<file path="config.mk">
export PLATFORM = sky130hd
export DESIGN_NAME = clct_busy_scheduler
export DESIGN_NICKNAME = d
export VERILOG_FILES = /design/src/rtl/clct_busy_scheduler.sv
export SDC_FILE = /design/constraint.sdc
export NUM_CORES = 1
export LEC_CHECK = 0
export ABC_AREA = 1
export CAP_MARGIN = 5
export CORE_UTILIZATION = 55
export CTS_BUF_LIST = sky130_fd_sc_hd__clkbuf_2 sky130_fd_sc_hd__clkbuf_4 sky130_fd_sc_hd__clkbuf_8
export CTS_CLUSTER_SIZE = 24
export DETAILED_ROUTE_END_ITERATION = 12
export PLACE_DENSITY = 0.85
export SETUP_SLACK_MARGIN = 0.2
export SLEW_MARGIN = 20
export SYNTH_ARGS = -nofsm -noshare
export SYNTH_HDL_FRONTEND = slang
export SYNTH_SLANG_ARGS = --single-unit
</file>
<file path="constraint.sdc">
create_clock -name clock -period 2.2 [get_ports clock]
set_input_delay 0.22 -clock clock [delete_from_list [all_inputs] [get_ports clock]]
set_output_delay 0.22 -clock clock [all_outputs]
set_load 0.02 [all_outputs]
</file>
<file path="src/rtl/clct_busy_scheduler.sv">
// Two-pass CLCT scheduler: picks CLCT0, busies its CFEBs so the selector finds CLCT1, then holds a dead time.
// Optional build macro CLCT_SPREAD_EN widens each claim to a +/- spread half-strip window.
module clct_busy_scheduler #(
    parameter int MXCFEB  = 5,
    parameter int MXKEYBX = 8,
    parameter int MXDRB   = 4
) (
    input  logic               clock,
    input  logic               global_reset_n,
    input  logic [MXCFEB-1:0]  cfeb_en,
    input  logic [MXDRB-1:0]   drift_delay,
    input  logic [MXDRB-1:0]   dead_time,
    input  logic [2:0]         spread,
    input  logic               best_vpf,
    input  logic [MXKEYBX-1:0] best_key,
    input  logic               best_bsy,
    output logic [MXCFEB-1:0]  bsy,
    output logic [MXKEYBX-1:0] clct0_key,
    output logic [MXKEYBX-1:0] clct1_key,
    output logic               clct0_vld,
    output logic               clct1_vld,
    output logic               clct_done,
    output logic [1:0]         sched_state
);

    localparam logic [1:0] ST_IDLE   = 2'd0;
    localparam logic [1:0] ST_SECOND = 2'd1;
    localparam logic [1:0] ST_DEAD   = 2'd2;

    localparam logic [MXKEYBX-1:0]        KEY_MAX   = MXKEYBX'(223);
    localparam logic signed [MXKEYBX+1:0] KEY_MAX_S = (MXKEYBX+2)'(223);

    logic [1:0]         state_reg, state_next;
    logic [MXDRB-1:0]   dead_cnt_reg, dead_cnt_next;
    logic               done_reg, done_next;
    logic [MXKEYBX-1:0] clct0_key_reg, clct1_key_reg;
    logic               clct0_vld_reg, clct1_vld_reg;
    logic               latch0, latch1;
    logic               acc;
    logic               claim_win;
    logic [2:0]         lo_cfeb, hi_cfeb;
    logic [MXCFEB-1:0]  busy_vec;

    assign acc       = best_vpf && !best_bsy;
    assign claim_win = acc && ((state_reg == ST_IDLE) || (state_reg == ST_SECOND));

`ifdef CLCT_SPREAD_EN
    logic signed [MXKEYBX+1:0] lo_raw, hi_raw;
    logic [MXKEYBX-1:0]        lo_clip, hi_clip;

    // Two extra bits keep key-spread negative and key+spread above 255 representable.
    assign lo_raw  = $signed({2'b00, best_key}) - $signed({{(MXKEYBX-1){1'b0}}, spread});
    assign hi_raw  = $signed({2'b00, best_key}) + $signed({{(MXKEYBX-1){1'b0}}, spread});
    assign lo_clip = (lo_raw < 0) ? '0 : lo_raw[MXKEYBX-1:0];
    assign hi_clip = (hi_raw > KEY_MAX_S) ? KEY_MAX : hi_raw[MXKEYBX-1:0];
    assign lo_cfeb = lo_clip[MXKEYBX-1 -: 3];
    assign hi_cfeb = hi_clip[MXKEYBX-1 -: 3];

    wire unused_bits = ^{lo_clip[MXKEYBX-4:0], hi_clip[MXKEYBX-4:0]};
`else
    assign lo_cfeb = best_key[MXKEYBX-1 -: 3];
    assign hi_cfeb = best_key[MXKEYBX-1 -: 3];

    wire unused_bits = ^{spread, best_key[MXKEYBX-4:0], KEY_MAX, KEY_MAX_S};
`endif

    // Per-CFEB drift counters run regardless of scheduler state.
    genvar gi;
    generate
        for (gi = 0; gi < MXCFEB; gi++) begin : g_cfeb
            logic [MXDRB-1:0] drift_cnt_reg;
            logic             busy_reg;
            logic             claim;

            assign claim = claim_win && (lo_cfeb <= 3'(gi)) && (3'(gi) <= hi_cfeb);

            always_ff @(posedge clock) begin
                if (!global_reset_n) begin
                    drift_cnt_reg <= '0;
                    busy_reg      <= 1'b0;
                end else if (claim) begin
                    drift_cnt_reg <= drift_delay;
                    busy_reg      <= 1'b1;
                end else begin
                    busy_reg <= (drift_cnt_reg != '0);
                    if (drift_cnt_reg != '0) begin
                        drift_cnt_reg <= drift_cnt_reg - MXDRB'(1);
                    end
                end
            end

            assign busy_vec[gi] = busy_reg;
            assign bsy[gi]      = busy_reg | ~cfeb_en[gi];
        end
    endgenerate

    always_comb begin
        state_next    = state_reg;
        dead_cnt_next = dead_cnt_reg;
        done_next     = 1'b0;
        latch0        = 1'b0;
        latch1        = 1'b0;
        case (state_reg)
            ST_IDLE: begin
                if (acc) begin
                    latch0     = 1'b1;
                    state_next = ST_SECOND;
                end
            end
            ST_SECOND: begin
                latch1        = acc;
                done_next     = 1'b1;
                dead_cnt_next = dead_time;
                state_next    = ST_DEAD;
            end
            ST_DEAD: begin
                // A count of 0 or 1 both mean this is the last dead clock.
                if (dead_cnt_reg <= MXDRB'(1)) begin
                    dead_cnt_next = '0;
                    state_next    = ST_IDLE;
                end else begin
                    dead_cnt_next = dead_cnt_reg - MXDRB'(1);
                end
            end
            default: begin
                state_next = ST_IDLE;
            end
        endcase
    end

    always_ff @(posedge clock) begin
        if (!global_reset_n) begin
            state_reg     <= ST_IDLE;
            dead_cnt_reg  <= '0;
            done_reg      <= 1'b0;
            clct0_key_reg <= '0;
            clct1_key_reg <= '0;
            clct0_vld_reg <= 1'b0;
            clct1_vld_reg <= 1'b0;
        end else begin
            state_reg    <= state_next;
            dead_cnt_reg <= dead_cnt_next;
            done_reg     <= done_next;
            if (latch0) begin
                clct0_key_reg <= best_key;
                clct0_vld_reg <= 1'b1;
                clct1_key_reg <= '0;
                clct1_vld_reg <= 1'b0;
            end else if (latch1) begin
                clct1_key_reg <= best_key;
                clct1_vld_reg <= 1'b1;
            end
        end
    end

    wire unused_busy = ^busy_vec;

    assign clct0_key   = clct0_key_reg;
    assign clct1_key   = clct1_key_reg;
    assign clct0_vld   = clct0_vld_reg;
    assign clct1_vld   = clct1_vld_reg;
    assign clct_done   = done_reg;
    assign sched_state = state_reg;

endmodule
</file>
==> Implementation_results.wiki, run 1 <==
{| class="wikitable"
! Metric !! Value
|-
| Number of routed nets with antenna violations || 0
|-
| Flops & latches, synth || 50
|-
| Ratio of cells with drive above 1 in the final layout || 0.0533
|-
| Sort of element at the start of the critical path || flip-flop
|-
| Final-layout setup total negative slack || 0 ns
|-
| DRC violations left || 0
|-
| Congestion Overflow GR || 0
|-
| First-pass iteration count of the detailed router || 4
|-
| Setup ws final || ~0.55 ns
|-
| TritonCTS clock tree || built
|-
| Hold Vio Cnt, Final || 0
|-
| Post_cts resized || 0
|-
| Clock-pin transition on the worst setup and hold timing paths || 0.10 ns
|-
| Fill count || roughly 350
|-
| Ports || 54
|-
| Arr. time, crit path || 1.89 ns
|-
| Number of global-route vias before repair || 2,319
|-
| Endpoint of the worst hold-timing path || clct0_key[1]
|-
| Top Usage Layer GRT || met2
|-
| Yosys Warn Count || 0
|-
| Outcome || finished, final reports clean
|-
| Endpoint required time on the critical path || between 2 and 2.5 ns
|-
| Worst slew margin relative to its limit || 0.789
|-
| Met2 demand-to-capacity share in global routing || 0.425
|-
| Initial DRC count || 132
|-
| Worst reg2reg setup slack || 0.55 ns
|-
| Die Width || 70.2 um
|-
| Slew at the pin closest to its max-slew limit || 0.316 ns
|-
| Met3 track demand over resource || 0.0620
|-
| Final Routed Wirelength || 5410 um
|-
| Time the worst path needs with I/O delays and setup || about 1.6 ns
|-
| Core region area || 0.00441 mm2
|-
| PwrDens || 1300 mW/mm2
|-
| RSZ-0062 raised after global routing || false
|-
| Cell leakage power || between 0.001 and 0.0015 uW
|-
| Worst hold path cell count || 2
|-
| Maximum VDD drop || 0.000858 V
|-
| H-Tree Depth || 2
|-
| Netlist area before placement || 0.00256 mm2
|-
| Critical Path Source || sched_state[0]
|-
| Worst r2r dst || g_cfeb[2].drift_cnt_reg[2]
|-
| Final worst hold slack || 0.448 ns
|-
| Number of instances in the synthesized netlist || 358
|-
| Critical-path maximum fanout || 19
|-
| Library cells used by synthesis || 22
|-
| Max-Cap Viols || 0
|-
| Path type of the worst setup path || reg2reg
|-
| Total Routing Usage GR || 0.242
|-
| Commonest non-fill, non-tap cells in the layout || inv_1 (70), nand2_1 (68), dfxtp_1 (50), clkdlybuf4s50_1 (50), a21oi_1 (45)
|-
| Starting utilization of the core area || 0.580
|-
| Post-route fraction of the period consumed by the critical path || 0.748
|-
| Placer's final routability congestion estimate || 0.873
|-
| Worst reg2reg path startpoint || sched_state[0]
|-
| Most common cell after layout, fill and taps aside || inv_1
|-
| Routed len/inst || approximately 12 um
|-
| Global-route track usage on met1 || 0.288
|-
| Area of the die || 0.00493 mm2
|-
| Ant. Diodes || 0
|-
| TritonCTS sink count || 50
|-
| Final Max Slew Viols || 0
|-
| Syn-to-layout area delta || 26.6%
|-
| Maximum root-to-sink buffer count || 2
|-
| Hold Crit Class || reg2reg
|-
| Height of the chip || 70.2 um
|-
| Part of the Yosys area used for sequential elements || 0.391
|-
| Total number of vias || 2,418
|-
| Highest attainable clock frequency || roughly 0.61 GHz
|-
| Worst Reg2Reg Path Length in Cells || 8
|-
| Number of flip-flops under the largest register name || 20
|-
| Core Rows || 24
|-
| Final Skew || 0.00596 ns
|-
| Count of buffers from port buffering || 50
|-
| Nets in the synthesized netlist || 402
|-
| Via-to-Cell Ratio || about 5.2
|-
| CTS Hold Buffers Added || 0
|-
| Skew-Pair Late Insertion Delay || 0.31 ns
|-
| Startpoint of the tightest hold check path || clct0_key[1]
|-
| TritonCTS Buffers || 5
|-
| Initial antenna violation count || 0
|-
| Largest net degree at the start of global routing || 20
|-
| Setup-failing EPs final || 0
|-
| Syn Area/Cell || 7.15 um2
|-
| Global-route wire length before repair || 9670 um
|-
| Root Buffer || clkbuf_8
|-
| Buffer count from post-CTS setup fixing || 0
|-
| Post-layout nets || 456
|-
| Setup slack at placement || 0.467 ns
|-
| Detailed placer's ending HPWL || 4040 um
|-
| Critical path capture point type || flip-flop
|}
==> worst max path at each step <==
stage | end | slack, ns
2_1_floorplan | g_cfeb[2].drift_cnt_reg[3] | 0.66
3_3_place_gp | g_cfeb[2].drift_cnt_reg[0] | 0.52
3_5_place_dp | clct1_vld | 0.47
4_1_cts | g_cfeb[2].drift_cnt_reg[3] | 0.56
5_1_grt | g_cfeb[2].drift_cnt_reg[2] | 0.38
6_report | g_cfeb[2].drift_cnt_reg[2] | 0.55
==> routing by layer <==
metal | share of wire | routed length, um
met1 | 0.45 | 2410
met2 | 0.49 | 2640
met3 | 0.057 | 307
met4 | 0.010 | 56
met5 | 0 | 0
==> worst max-delay path: stages (launching register included) <==
cell     delay (ns)
dfxtp_1        0.36
inv_1          0.12
ha_1           0.25
nor2_2         0.09
nor2_8         0.26
nand2_1        0.22
nand2_1        0.11
nand2_1        0.08
a21oi_1        0.11
==> cell usage after synthesis (all sizes together) <==
| cell | count | area, um2 |
|---|---|---|
| xor2 | 10 | 87.6 |
| inv | 71 | 267 |
| ha | 16 | 200 |
| or2 | 1 | 6.26 |
| a21oi | 45 | 225 |
| nand2 | 72 | 280 |
| dfxtp | 50 | 1000 |
| nand4 | 14 | 87.6 |
| buf | 6 | 31.3 |
| o21ai | 18 | 90.1 |
| nand3 | 39 | 200 |
| xnor2 | 1 | 8.76 |
| clkbuf | 2 | 7.51 |
| nor2 | 13 | 67.6 |
==> report_power, final <==
part / switching, uW / internal [uW] / leakage, uW
clock network: 328 / 345 / 0.0000587
registers: 150 / 1210 / 0.000412
logic: 1290 / 898 / 0.00102
total: 1770 / 2450 / 0.00149
==> final cells by class <==
class,instances,area [um2],share of cell area
Clock buffer,5,68.8,0.0212
Clock inverter,3,47.5,0.0147
Inverter,71,267,0.0822
Multi-Input combinational cell,229,1250,0.387
Sequential cell,50,1000,0.309
Tap cell,52,65.1,0.0201
Timing Repair Buffer,55,538,0.166
==> logic make-up (layout without fill, tap and decap cells) <==
| group | after synthesis | after routing | synth area share |
|---|---|---|---|
| AOI/OAI and AO/OA | 63 | 63 | 0.123 |
| adders and majority gates | 16 | 16 | 0.0782 |
| buffers and inverters | 79 | 134 | 0.119 |
| DFF | 50 | 50 | 0.391 |
| and+or+nand+nor | 139 | 139 | 0.251 |
| xor gates and xnor gates | 11 | 11 | 0.0376 |
==> through the flow <==
| stage | cells | area (um2) | total power, uW | utilization |
|---|---|---|---|---|
| final | 465 | 3240 | 4220 | 0.734 |
| after global routing | 465 | 3240 | 4640 | 0.734 |
| after CTS | 465 | 3240 | 4240 | 0.734 |
| after detailed placement | 457 | 3120 | 3550 | 0.708 |
| after global placement | 457 | 3120 | 3450 | 0.708 |
| after floorplan | 358 | 2560 | 3030 | - |
(Power assumes the default switching activity.)
==> inputs of run 2 (changes only) <==
- CORE_UTILIZATION: 55 -> 48
- PLACE_DENSITY: 0.85 -> 0.79
- clock period: 2.2 -> 1.4 ns (I/O delays scaled with it)
==> Implementation_results.wiki, run 2 (synthesis gave the netlist of run 1 again) <==
{| class="wikitable"
! Metric !! Value
|-
| Routed len/inst || 14.0 um (+20%)
|-
| Setup-failing EPs final || 0 (unchanged)
|-
| Largest net degree at the start of global routing || 20 (unchanged)
|-
| Top cell family by delay on the critical path || flip-flops
|-
| Congestion Overflow GR || 0 (unchanged)
|-
| Core region area || 0.00511 mm2 (+16%)
|-
| Slew at the pin closest to its max-slew limit || 0.342 ns (+0.0263 ns)
|-
| TritonCTS clock tree || built
|-
| Post-route fraction of the period consumed by the critical path || 0.977 (+0.229)
|-
| TritonCTS Buffers || 5 (unchanged)
|-
| First-pass iteration count of the detailed router || 4 (unchanged)
|-
| Hold Crit Class || in2reg
|-
| Root Buffer || clkbuf_8
|-
| Outcome || finished, final reports clean
|-
| TritonCTS sink count || 50 (unchanged)
|-
| H-Tree Depth || 2 (unchanged)
|-
| Area of the die || 0.00563 mm2 (+14%)
|-
| Highest metal used || met4
|-
| Final core occ || 0.764 (+0.0300)
|-
| Arr. time, crit path || 1.57 ns (-0.32 ns)
|-
| Detailed placer's ending HPWL || 4250 um (+5.3%)
|-
| Critical-path top delay cell || dfxtp_4
|-
| Number of routed nets with antenna violations || 0 (unchanged)
|-
| Cell breakdown of the critical path || inv_6 > ha_4 > buf_4 > nand3_4 > buf_6 > o21ai_0 > a21oi_1
|-
| Cell leakage power || 0.00182 uW (+22%)
|-
| Endpoint required time on the critical path || 1.61 ns (-0.83 ns)
|-
| Number of global-route vias before repair || 2,299 (-0.86%)
|-
| Final Max Slew Viols || 0 (unchanged)
|-
| Buffering stage count on the worst path with inverters included || 3 (+2)
|-
| Sort of element at the start of the critical path || flip-flop
|-
| Maximum root-to-sink buffer count || 2 (unchanged)
|-
| Post-layout nets || 486 (+6.6%)
|-
| Final Skew || 0.00724 ns (+0.00128 ns)
|-
| Time the worst path needs with I/O delays and setup || 1.37 ns (-0.278 ns)
|-
| Ant. Diodes || 0 (unchanged)
|-
| Number of flip-flops under the largest register name || 20 (unchanged)
|-
| Core Rows || 26 (+8.3%)
|-
| Skew-Pair Late Insertion Delay || 0.32 ns (about the same)
|-
| Max-Cap Viols || 0 (unchanged)
|-
| Syn-to-layout area delta || 52.4%
|-
| Ratio of cells with drive above 1 in the final layout || 0.323 (+0.270)
|-
| Total Routing Usage GR || 0.232 (-0.0100)
|-
| Height of the chip || 75.0 um (+6.8%)
|-
| Final Routed Wirelength || 7190 um (+33%)
|-
| Clock-pin transition on the worst setup and hold timing paths || 0.10 ns (about the same)
|-
| Path type of the worst setup path || reg2reg
|-
| Wire length on met2 || 3660 um (+39%)
|-
| Fill count || 354 (+1.4%)
|-
| WL met1 || 2960 um (+23%)
|-
| Placer's final routability congestion estimate || 0.823 (-5.7%)
|-
| Global-route wire length before repair || 9890 um (+2.2%)
|-
| Initial DRC count || 101 (-23%)
|-
| Total number of vias || 2,643 (+9.3%)
|-
| Highest attainable clock frequency || 0.731 GHz (+20%)
|-
| Worst slew margin relative to its limit || 0.772 (-0.0175)
|-
| RSZ-0062 raised after global routing || true
|-
| Critical-path maximum fanout || 6 (-13)
|-
| Hold Vio Cnt, Final || 0 (unchanged)
|-
| DR WL met3 || 403 um (+31%)
|-
| Placed cell area || 0.00336 mm2 (+7.4%)
|-
| Starting utilization of the core area || 0.501 (-0.0787)
|-
| Commonest non-fill, non-tap cells in the layout || inv_1 (61), dfxtp_1 (46), nand2_1 (37)
|-
| Critical path capture point type || flip-flop
|-
| Design Area, Final || 0.00390 mm2 (+20%)
|-
| Most common cell after layout, fill and taps aside || inv_1
|-
| Maximum VDD drop || 0.00138 V (+61%)
|-
| Max stage delay on crit path || 0.37 ns (about the same)
|-
| Via-to-Cell Ratio || 5.15 (-0.92%)
|-
| Design Power || 8000 uW (+90%)
|-
| PwrDens || 2050 mW/mm2 (+57%)
|-
| Initial antenna violation count || 0 (unchanged)
|-
| Die Width || 75.0 um (+6.8%)
|-
| Count of buffers from port buffering || 50 (unchanged)
|-
| DRC violations left || 0 (unchanged)
|-
| Ports || 54 (unchanged)
|}
[run 2: final cells by class]
type                    count  area, um2  area share
clock inverters             3       25.0     0.00641
inverters                  71        287      0.0734
flip-flops and latches     50       1010       0.260
repair buffers             84        758       0.194
well taps                  70       87.6      0.0224
clock buffers               5       68.8      0.0176
multi-input cells         230       1660       0.426
[run 2: through the flow]
stage                     setup TNS, ns  hold slack [ns]  std cells  setup WS (ns)
after floorplan                       0            0.300        358          0.160
after detailed placement          -2.96            0.437        489         -0.158
after global routing           -0.00895            0.450        513       -0.00514
after CTS                             0            0.424        506         0.0866
final                                 0            0.436        513         0.0326
after global placement            -1.85            0.436        489         -0.109
[run 2: final timing paths]
check / from / end / slack [ns] / cells after the start
worst max-delay path: sched_state[1] / clct0_key[0] / 0.03 / 7
worst min-delay path: best_key[4] / clct1_key[4] / 0.44 / 3
worst max register to register: sched_state[1] / clct0_key[0] / 0.03 / 7
worst min register to register: clct0_key[7] / clct0_key[7] / 0.45 / 2
[run 2: power breakdown]
| group | switching [uW] | internal (uW) | leakage (uW) |
|---|---|---|---|
| registers | 291 | 1930 | 0.000414 |
| clock network | 530 | 362 | 0.0000447 |
| logic | 2820 | 2070 | 0.00136 |
[run 2: layer usage]
layer  global-route usage  vias to the layer above
met3               0.0482                       17
li1                     -                     1311
met4               0.0734                        0
met1                0.268                     1222
met2                0.425                       93
met5                    0                        -
[run 2: worst reg2reg max path, cell delays in order (launching register included)]
cell and delay (ns):
dfxtp_4 0.37, inv_6 0.07, ha_4 0.15, buf_4 0.13, nand3_4 0.10, buf_6 0.15
o21ai_0 0.21, a21oi_1 0.09
[run 2: timing repair]
action                     CTS  global route
resized for setup           54            91
hold buffers                 0             0
setup endpoints to repair   70            57
pin swaps                   16            24
gates cloned                 1             2
setup buffers                8             5
==> inputs of run 3 (changes only) <==
- ABC_AREA: 1 -> default
- CORE_UTILIZATION: 48 -> 47
- PLACE_DENSITY: 0.79 -> 0.78
- RECOVER_POWER: default -> 100
==> Implementation_results.wiki, run 3 <==
{| class="wikitable"
! Metric !! Value
|-
| Worst slew margin relative to its limit || 0.773 (+0.00127)
|-
| Top cell family by delay on the critical path || flip-flops
|-
| Worst Reg2Reg Path Length in Cells || 7 (unchanged)
|-
| Most common cell after layout, fill and taps aside || dfxtp_1
|-
| Netlist area before placement || 0.00246 mm2 (-4.0%)
|-
| Time the worst path needs with I/O delays and setup || 1.43 ns (+0.0617 ns)
|-
| Core region area || 0.00488 mm2 (-4.5%)
|-
| Worst reg2reg path startpoint || sched_state[1]
|-
| Worst reg2reg setup slack || -0.03 ns (-0.06 ns)
|-
| Hold Crit Class || in2reg
|-
| Cell Count, Final, Fillers Out || 431 (-16%)
|-
| Routed len/inst || 15.8 um (+13%)
|-
| Maximum root-to-sink buffer count || 2 (unchanged)
|-
| Endpoint required time on the critical path || 1.61 ns (about the same)
|-
| Arr. time, crit path || 1.64 ns (+0.07 ns)
|-
| Setup ws final || -0.0292 ns (-0.0617 ns)
|-
| Global-route wire length before repair || 9830 um (-0.56%)
|-
| Buffering stage count on the worst path with inverters included || 2 (-1)
|-
| Top post-synthesis cells by count || dfxtp_1 (50), nand2_1 (25), a21oi_1 (23)
|-
| Final Skew || 0.00867 ns (+0.00143 ns)
|-
| Number of routed nets with antenna violations || 0 (unchanged)
|-
| Initial DRC count || 70 (-31%)
|-
| Highest attainable clock frequency || 0.700 GHz (-4.3%)
|-
| Post-layout nets || 407 (-16%)
|-
| Hold Vio Cnt, Final || 0 (unchanged)
|-
| Fill count || 330 (-6.8%)
|-
| Violated checks || negative setup slack
|-
| Via-to-Cell Ratio || 5.37 (+4.2%)
|-
| Flops & latches, synth || 50 (unchanged)
|-
| Synth top area cells || dfxtp_1 (41%), ha_1 (8.1%), a21oi_1 (4.7%), nand2_1 (3.8%), a21boi_0 (3.7%)
|-
| Async SR Flop Fraction || 0 (unchanged)
|-
| Area of the die || 0.00552 mm2 (-1.9%)
|-
| Count of buffers from port buffering || 50 (unchanged)
|-
| Initial antenna violation count || 0 (unchanged)
|-
| Root Buffer || clkbuf_8
|-
| Yosys Warn Count || 0 (unchanged)
|-
| Cell type contributing the most total cell area after synthesis || dfxtp_1
|-
| Detailed placer's ending HPWL || 4180 um (-1.7%)
|-
| Ports || 54 (unchanged)
|-
| Largest net degree at the start of global routing || 22 (+10%)
|-
| TritonCTS Buffers || 5 (unchanged)
|-
| Number of global-route vias before repair || 2,239 (-2.6%)
|-
| Primary FF master, synth || dfxtp_1
|-
| Yosys top cell area share || 0.407 (+0.0161)
|-
| Setup slack at placement || -0.162 ns (-0.00430 ns)
|-
| H-Tree Depth || 2 (unchanged)
|-
| Worst r2r dst || g_cfeb[4].drift_cnt_reg[2]
|-
| Critical-path maximum fanout || 7 (+1)
|-
| Critical-path top delay cell || dfxtp_4
|-
| Nets in the synthesized netlist || 321 (-20%)
|-
| Number of instances in the synthesized netlist || 277 (-23%)
|-
| Syn-to-layout area delta || 56.5%
|-
| Maximum VDD drop || 0.00163 V (+18%)
|-
| Height of the chip || 74.3 um (-0.94%)
|-
| Startpoint of the tightest hold check path || best_key[0]
|-
| Final Max Slew Viols || 0 (unchanged)
|-
| TritonCTS clock tree || built
|-
| Total number of vias || 2,313 (-12%)
|-
| Part of the Yosys area used for sequential elements || 0.407 (+0.0161)
|-
| Slew at the pin closest to its max-slew limit || 0.340 ns (-0.00215 ns)
|-
| Core Rows || 25 (-3.8%)
|-
| CTS Hold Buffers Added || 0 (unchanged)
|-
| First-pass iteration count of the detailed router || 4 (unchanged)
|-
| Max stage delay on crit path || 0.37 ns (about the same)
|-
| Cell breakdown of the critical path || inv_4 > ha_4 > or2_1 > buf_6 > nand4_4 > o211ai_1 > o211a_1
|-
| Final-layout setup total negative slack || -0.0873 ns (-0.0873 ns)
|-
| Ant. Diodes || 0 (unchanged)
|-
| Path type of the worst setup path || reg2reg
|-
| Commonest non-fill, non-tap cells in the layout || dfxtp_1 (45), buf_4 (25), clkdlybuf4s50_1 (24)
|-
| Syn Area/Cell || 8.88 um2 (+24%)
|-
| Worst hold path cell count || 3 (unchanged)
|-
| Total Routing Usage GR || 0.232 (+0.000865)
|-
| Outcome || finished with violations
|-
| RSZ-0062 raised after global routing || true
|-
| TritonCTS sink count || 50 (unchanged)
|-
| Most frequent cell after synthesis || dfxtp_1
|-
| Max-Cap Viols || 0 (unchanged)
|-
| Number of flip-flops under the largest register name || 20 (unchanged)
|-
| Congestion Overflow GR || 0 (unchanged)
|-
| Die Width || 74.3 um (-0.94%)
|-
| Final Routed Wirelength || 6830 um (-5.0%)
|-
| Starting utilization of the core area || 0.504 (+0.00262)
|-
| Setup-failing EPs final || 6 (+6)
|-
| Post-route fraction of the period consumed by the critical path || 1.02 (+0.0441)
|-
| Cell leakage power || 0.00166 uW (-9.1%)
|-
| PwrDens || 1920 mW/mm2 (-6.4%)
|-
| Critical path capture point type || flip-flop
|-
| Placed cell count || 409 (-16%)
|-
| Library cells used by synthesis || 36 (+64%)
|-
| Endpoint of the worst hold-timing path || clct1_key[0]
|-
| Sort of element at the start of the critical path || flip-flop
|-
| Clock-pin transition on the worst setup and hold timing paths || 0.10 ns (about the same)
|-
| Ratio of cells with drive above 1 in the final layout || 0.363 (+0.0398)
|-
| Placer's final routability congestion estimate || 0.834 (+1.3%)
|-
| Skew-Pair Late Insertion Delay || 0.31 ns (about the same)
|-
| EDFF count, synth || 0 (unchanged)
|-
| DRC violations left || 0 (unchanged)
|}
-- run 3: cell types whose count changed in the layout (fill, tap and decap cells not counted), sizes merged, moves of 10 or more --
cell / delta
o22ai: +10
nand2: -45
nand4: -12
a21oi: -22
a21boi: +12
nand3: -25
inv: -51
nand2b: +13
xor2: -10
-- run 3: area by class of cell --
class | count | area (um2) | share of cell area
tap | 67 | 83.8 | 0.0218
clock inverter | 3 | 25.0 | 0.00650
clock buffer | 5 | 68.8 | 0.0179
timing repair buffer | 88 | 812 | 0.211
inverter | 20 | 87.6 | 0.0228
multi-input combinational | 198 | 1760 | 0.456
sequential | 50 | 1010 | 0.264
-- run 3: how the worst max path moves through the flow --
stage,start,endpoint,cells past startpoint
6_report,sched_state[1],g_cfeb[4].drift_cnt_reg[2],7
5_1_grt,sched_state[0],dead_cnt_reg[2],8
4_1_cts,sched_state[0],g_cfeb[4].drift_cnt_reg[2],7
3_5_place_dp,best_key[7],g_cfeb[2].drift_cnt_reg[2],5
3_3_place_gp,best_key[7],g_cfeb[2].drift_cnt_reg[2],5
2_1_floorplan,sched_state[1],g_cfeb[3].drift_cnt_reg[2],8
-- run 3: worst reg2reg max path: stages (launching register included) --
cell and delay (ns):
dfxtp_4 0.37, inv_4 0.05, ha_4 0.15, or2_1 0.24, buf_6 0.16, nand4_4 0.12
o211ai_1 0.11, o211a_1 0.13
-- run 3: cell families (layout without fill, tap and decap cells) --
| logic type | count (synthesis) | after routing | share of synthesized area |
|---|---|---|---|
| adder cells (fa/ha/maj) | 16 | 16 | 0.0814 |
| XOR/XNOR | 5 | 5 | 0.0178 |
| AND/OR/NAND/NOR | 98 | 99 | 0.229 |
| AO/OA/AOI/OAI | 70 | 70 | 0.182 |
| buffers and inverters | 30 | 116 | 0.0504 |
| flip-flops | 50 | 50 | 0.407 |
| multiplexers | 8 | 8 | 0.0326 |
-- run 3: metrics by stage --
step	power, uW	hold slack, ns	cell area, um2	utilization
CTS	6610	0.409	3530	0.723
global placement	5330	0.441	3310	0.678
detailed placement	5440	0.449	3310	0.678
global route	7880	0.442	3850	0.789
floorplan	4480	0.284	2580	-
finish	7390	0.428	3850	0.789
-- run 3: timing repair --
action / CTS / global route
cloned: 1 / 0
buffers inserted: 5 / 8
setup endpoints to repair: 74 / 53
pin swaps: 16 / 24
gates resized for setup: 62 / 90
-- run 3: report_power, final --
part,switching [uW],internal (uW),leakage (uW),total [uW]
Clock,525,362,0.0000447,886
Sequential,359,1880,0.000414,2240
Combinational,2050,2210,0.00120,4260
-- run 3: per-layer routing --
layer / track usage / vias to the layer above / share of wire
met5: 0 / - / 0
met4: 0.0922 / 0 / 0.018
met3: 0.0718 / 13 / 0.048
met2: 0.426 / 46 / 0.52
met1: 0.248 / 1105 / 0.41
li1: - / 1149 / -
